==> config.mk <==
export PLATFORM = sky130hd
export DESIGN_NAME = fetch_stage
export DESIGN_NICKNAME = d
export VERILOG_FILES = /design/src/rtl/fetch_stage.sv
export SDC_FILE = /design/constraint.sdc
export NUM_CORES = 1
export LEC_CHECK = 0
export CAP_MARGIN = 20
export CORE_UTILIZATION = 53
export CTS_BUF_LIST = sky130_fd_sc_hd__clkbuf_4
export CTS_CLUSTER_DIAMETER = 40
export DETAILED_ROUTE_END_ITERATION = 10
export GPL_ROUTABILITY_DRIVEN = 0
export GPL_TIMING_DRIVEN = 0
export PLACE_DENSITY_LB_ADDON = 0.15
export SLEW_MARGIN = 20
export SYNTH_ARGS = -nofsm -noshare
export SYNTH_HDL_FRONTEND = slang
export SYNTH_SLANG_ARGS = --single-unit
==> constraint.sdc <==
create_clock -name clk -period 2.6 [get_ports clk]
set_input_delay 0.26 -clock clk [delete_from_list [all_inputs] [get_ports clk]]
set_output_delay 0.26 -clock clk [all_outputs]
set_load 0.01 [all_outputs]
==> src/rtl/fetch_stage.sv <==
// fetch_stage: instruction-fetch stage with a built-in IF/ID pipeline register.
// Owns the program counter and fetches over a req/ack handshake. It uses a
// one-entry skid buffer to absorb decode stalls. It can drain a request that is
// still outstanding when a redirect arrives.
module fetch_stage #(
    parameter logic [31:0] RESET_PC = 32'd100,
    parameter logic [31:0] NOP      = 32'h0000_0000
) (
    input  logic        clk,
    input  logic        clrn,
    output logic        imem_req,
    output logic [31:0] imem_addr,
    input  logic        imem_ack,
    input  logic [31:0] imem_rdata,
    input  logic        stall,
    input  logic        redirect,
    input  logic [31:0] redirect_pc,
    output logic [31:0] pc,
    output logic [31:0] dinstOut,
    output logic [31:0] dpc,
    output logic        dvalid
);

    // FETCH: request at pc. HOLD: skid buffer occupied, no request.
    // DRAIN: waiting out a request that a redirect made stale.
    typedef enum logic [1:0] {
        FETCH = 2'd0,
        HOLD  = 2'd1,
        DRAIN = 2'd2
    } state_t;

    state_t      state_reg, state_next;
    logic [31:0] pc_reg, pc_next;
    logic [31:0] dinst_reg, dinst_next;
    logic [31:0] dpc_reg, dpc_next;
    logic        dvalid_reg, dvalid_next;
    // The skid buffer holds a word exactly while the FSM is in HOLD, so no
    // separate occupancy flag is kept.
    logic [31:0] skid_inst_reg, skid_inst_next;
    logic [31:0] skid_pc_reg, skid_pc_next;
    logic [31:0] drain_addr_reg, drain_addr_next;

    logic [31:0] pc_plus4;
    assign pc_plus4 = pc_reg + 32'd4;

    // State register with asynchronous, immediate reset
    always_ff @(posedge clk or negedge clrn) begin
        if (!clrn) begin
            state_reg      <= FETCH;
            pc_reg         <= RESET_PC;
            dinst_reg      <= NOP;
            dpc_reg        <= 32'd0;
            dvalid_reg     <= 1'b0;
            skid_inst_reg  <= 32'd0;
            skid_pc_reg    <= 32'd0;
            drain_addr_reg <= 32'd0;
        end else begin
            state_reg      <= state_next;
            pc_reg         <= pc_next;
            dinst_reg      <= dinst_next;
            dpc_reg        <= dpc_next;
            dvalid_reg     <= dvalid_next;
            skid_inst_reg  <= skid_inst_next;
            skid_pc_reg    <= skid_pc_next;
            drain_addr_reg <= drain_addr_next;
        end
    end

    // Next-state logic: the priority is redirect, then stall, then fetch progress
    always_comb begin
        state_next      = state_reg;
        pc_next         = pc_reg;
        dinst_next      = dinst_reg;
        dpc_next        = dpc_reg;
        dvalid_next     = dvalid_reg;
        skid_inst_next  = skid_inst_reg;
        skid_pc_next    = skid_pc_reg;
        drain_addr_next = drain_addr_reg;

        unique case (state_reg)
            FETCH: begin
                if (redirect) begin
                    // The returning word, if any, belongs to the old path
                    pc_next     = redirect_pc;
                    dvalid_next = 1'b0;
                    dinst_next  = NOP;
                    if (!imem_ack) begin
                        drain_addr_next = pc_reg;
                        state_next      = DRAIN;
                    end
                end else if (imem_ack) begin
                    if (!stall || !dvalid_reg) begin
                        dinst_next  = imem_rdata;
                        dpc_next    = pc_reg;
                        dvalid_next = 1'b1;
                        pc_next     = pc_plus4;
                    end else begin
                        // Decode is full and stalled: park the word
                        skid_inst_next = imem_rdata;
                        skid_pc_next   = pc_reg;
                        pc_next        = pc_plus4;
                        state_next     = HOLD;
                    end
                end else if (!stall) begin
                    // Bubble while memory is busy; dpc keeps its last value
                    dvalid_next = 1'b0;
                    dinst_next  = NOP;
                end
            end
            HOLD: begin
                if (redirect) begin
                    pc_next     = redirect_pc;
                    dvalid_next = 1'b0;
                    dinst_next  = NOP;
                    state_next  = FETCH;
                end else if (!stall) begin
                    dinst_next  = skid_inst_reg;
                    dpc_next    = skid_pc_reg;
                    dvalid_next = 1'b1;
                    state_next  = FETCH;
                end
            end
            DRAIN: begin
                // IF/ID stays flushed and stall is irrelevant here
                dvalid_next = 1'b0;
                dinst_next  = NOP;
                if (redirect) begin
                    pc_next = redirect_pc;
                end
                if (imem_ack) begin
                    state_next = FETCH;
                end
            end
            default: begin
                state_next = FETCH;
            end
        endcase
    end

    // Memory request is gated by reset so it drops the instant clrn falls
    always_comb begin
        imem_req  = clrn && (state_reg != HOLD);
        imem_addr = (state_reg == DRAIN) ? drain_addr_reg : pc_reg;
    end

    assign pc       = pc_reg;
    assign dinstOut = dinst_reg;
    assign dpc      = dpc_reg;
    assign dvalid   = dvalid_reg;

endmodule
==> flow_metrics.py <==
metrics = {
    "timing": {
        "clock.fmax_mhz": 401.1,
        "slew_headroom_pct": 39.90,
        "holdWs_ps": 170.9,
        "finalWorstSetupSlack_ps": 106.9,
        "period_share_pct": 95.89,
        "tightestPinTransition_ps": 893.2,
        "setup_viol": 0,
        "drv_slew": 0,
        "hold_viol_final": 0,
        "period_needed_ps": 2493,
        "rsz0062_at_grt": "false",
        "clock-skew-final_ps": 28.45,
    },
    "logic_synthesis": {
        "yosys_register_bits": 195,
        "synth_common_cells": "222 x mux2_2, 192 x dfrtp_1, 53 x clkbuf_1",
        "synth_area_sq_um": 9554,
        "synth-edff-count": 0,
        "synth_top_area_cell": "dfrtp_1",
        "syn-instance-count": 781,
        "seq_area_frac_synth_pct": 51.11,
        "yosys.area.top_type_share_pct": 50.29,
        "async_flop_share_pct": 100.0,
        "syn-num-nets": 855,
        "synth.most_common_cell": "mux2_2",
        "ys_warn_count": 0,
        "synth_area_leaders": "dfrtp_1 50%, mux2_2 26%, a22o_1 3.0%, clkbuf_1 2.1%, nand2_1 1.1%",
        "synth.distinct_cells": 55,
        "ys_dominant_reg_cell": "dfrtp_1",
        "avgSynthCellArea_sq_um": 12.23,
    },
    "pwr": {
        "max-vdd-ir-drop_v": 0.0007224,
        "p_per_area_nw_per_um2": 1165,
        "p_leak_nw": 5.221,
    },
    "critical_path": {
        "endpoint_kind": "output port",
        "cp_slowest_cell": "dfrtp_1",
        "critPathLaunchType": "register",
        "r2r_slack_ps": 140,
        "slowest_delay_ps": 440,
        "cp_max_fo": 10,
        "required_ps": 2340,
        "r2r-start": "pc[2]",
        "cp_num_cells": 6,
        "reg2reg_depth": 5,
        "worstPathCellList": "inv_2 > ha_4 > buf_4 > clkbuf_16 > mux2_2 > dlygate4sd2_1",
        "cp_top_family": "buffers and inverters",
        "worstSetupPathType": "register to output port",
        "critPathBufInv": 4,
        "rr_endpoint": "pc[23]",
        "cp.arrival_ps": 2230,
    },
    "floorplanning": {
        "die-width_um": 136.3,
        "initial_utilization_pct": 54.67,
        "die-area_sq_um": 18570,
        "io_pins": 199,
        "die_h_um": 136.3,
        "rows": 48,
        "core_area_sq_um": 17480,
    },
    "grt": {
        "gr-usage-all-layers_pct": 27.82,
        "grt_max_degree": 81,
        "antenna_found_initial": 1,
        "grt_pass1_wl_mm": 39.18,
        "overflow": 0,
        "first_global_vias": 7197,
    },
    "finish": {
        "drive_above_1_share_pct": 31.13,
        "nets": 1076,
        "area_growth_pct": 27.88,
    },
    "clock_network": {
        "clock_latency_ps": 600,
        "root_buffer": "clkbuf_4",
        "cts_made_buffers": 17,
        "htreeDepth": 4,
        "cts_tree": "yes",
        "cts_sinks": 195,
        "clk_pin_slew_ps": 150,
        "cts_buffer_depth": 2,
    },
    "route": {
        "drtIter0Drc": 518,
        "drc_errors": 0,
        "vias_per_cell": 5.964,
        "vias": 7401,
        "met3WireLength_mm": 1.816,
        "route.met2.wl_mm": 11.04,
        "wl_met1_mm": 11.09,
        "top_layer_used": "met4",
        "wl_per_cell_um": 19.97,
        "routed_wl_mm": 24.78,
        "drt.antenna.violating_nets": 0,
        "firstDrtPassIters": 7,
    },
    "run_status": {
        "status": "finished, final reports clean",
    },
    "placed_design": {
        "portBuffers": 197,
        "place_ws_ps": -275.6,
        "hpwl_mm": 17.52,
    },
    "worst_hold_path": {
        "holdCritPathClass": "primary input to asynchronous set/reset pin",
    },
    "run": {
        "drv_cap": 0,
    },
}
-- cell type report --
cell class | instances | area [sq um]
inverter | 6 | 22.52
multi-input combinational | 505 | 4358
tap | 225 | 281.5
clock inverter | 12 | 101.3
fill | 1326 | 5259
antenna | 1 | 2.502
sequential | 195 | 4886
clock buffer | 20 | 150.1
timing repair buffer | 205 | 2042
buffer | 72 | 374.1
-- logic make-up (layout without fill, tap and decap cells) --
group,count (synthesis),in the layout,synth area share (%)
muxes,224,224,26.38
DFF,195,195,51.11
and+or+nand+nor,143,143,8.133
AOI/OAI and AO/OA,133,133,10.27
buffers and inverters,81,315,3.457
adders and majority gates,5,5,0.6548
other,0,1,0
-- layout by cell type, fill, tap and decap left out, types with 7 or more instances in the layout --
master	Yosys	routed
mux2_2	222	222
dfrtp_1	192	190
clkdlybuf4s50_1	0	163
clkbuf_1	53	36
a22o_1	33	33
dlygate4sd2_1	0	32
nand2_1	28	28
nor2_1	22	21
clkbuf_4	0	20
buf_2	18	19
o21ai_0	19	19
a21oi_1	18	18
nand3_1	18	18
nand4_1	13	13
o211ai_1	12	12
clkbuf_2	3	11
nor3_1	11	11
a32oi_1	9	9
or3_1	7	7
-- worst max-delay path by stage --
stage | endpoint | slack, ps | start
4_1_cts | pc[21] | 7 | state_reg[0]
3_5_place_dp | skid_inst_reg[28] | -280 | state_reg[0]
5_1_grt | imem_req | 3 | clrn
3_3_place_gp | skid_inst_reg[24] | -7020 | clrn
6_report | imem_addr[5] | 110 | state_reg[0]
2_1_floorplan | pc[11] | 390 | state_reg[0]
-- metal layers --
layer | global-route usage (%) | vias to the layer above
li1 | - | 3356
met1 | 39.18 | 3642
met2 | 40.83 | 335
met3 | 6.749 | 68
met4 | 11.79 | 0
met5 | 0 | -
-- power breakdown --
group          total, mW  internal, mW  switching [mW]
Sequential          5.26          4.38           0.888
Combinational       7.44          3.93            3.51
Clock               1.52         0.434            1.08
Total               14.2          8.74            5.49
-- stage by stage --
stage | setup TNS, ps | utilization, % | std cells | power [mW] | instance area, sq um
2_1_floorplan | 0 | - | 781 | 9.440 | 9554
3_3_place_gp | -1381250 | 67.56 | 1203 | 12.63 | 11810
3_5_place_dp | -18370 | 67.91 | 1205 | 12.80 | 11870
4_1_cts | 0 | 69.82 | 1241 | 14.23 | 12200
5_1_grt | 0 | 69.91 | 1241 | 15.13 | 12220
6_report | 0 | 69.91 | 1241 | 14.23 | 12220
-- what timing repair did --
action,in CTS,in global routing
endpoints found under the setup margin,158,77
pin swaps,1,1
gates resized for setup,54,19
buffers inserted,5,0
hold buffers,1,0
hold endpoints to repair,81,0
No activity file was read; power rests on OpenSTA's default activity.
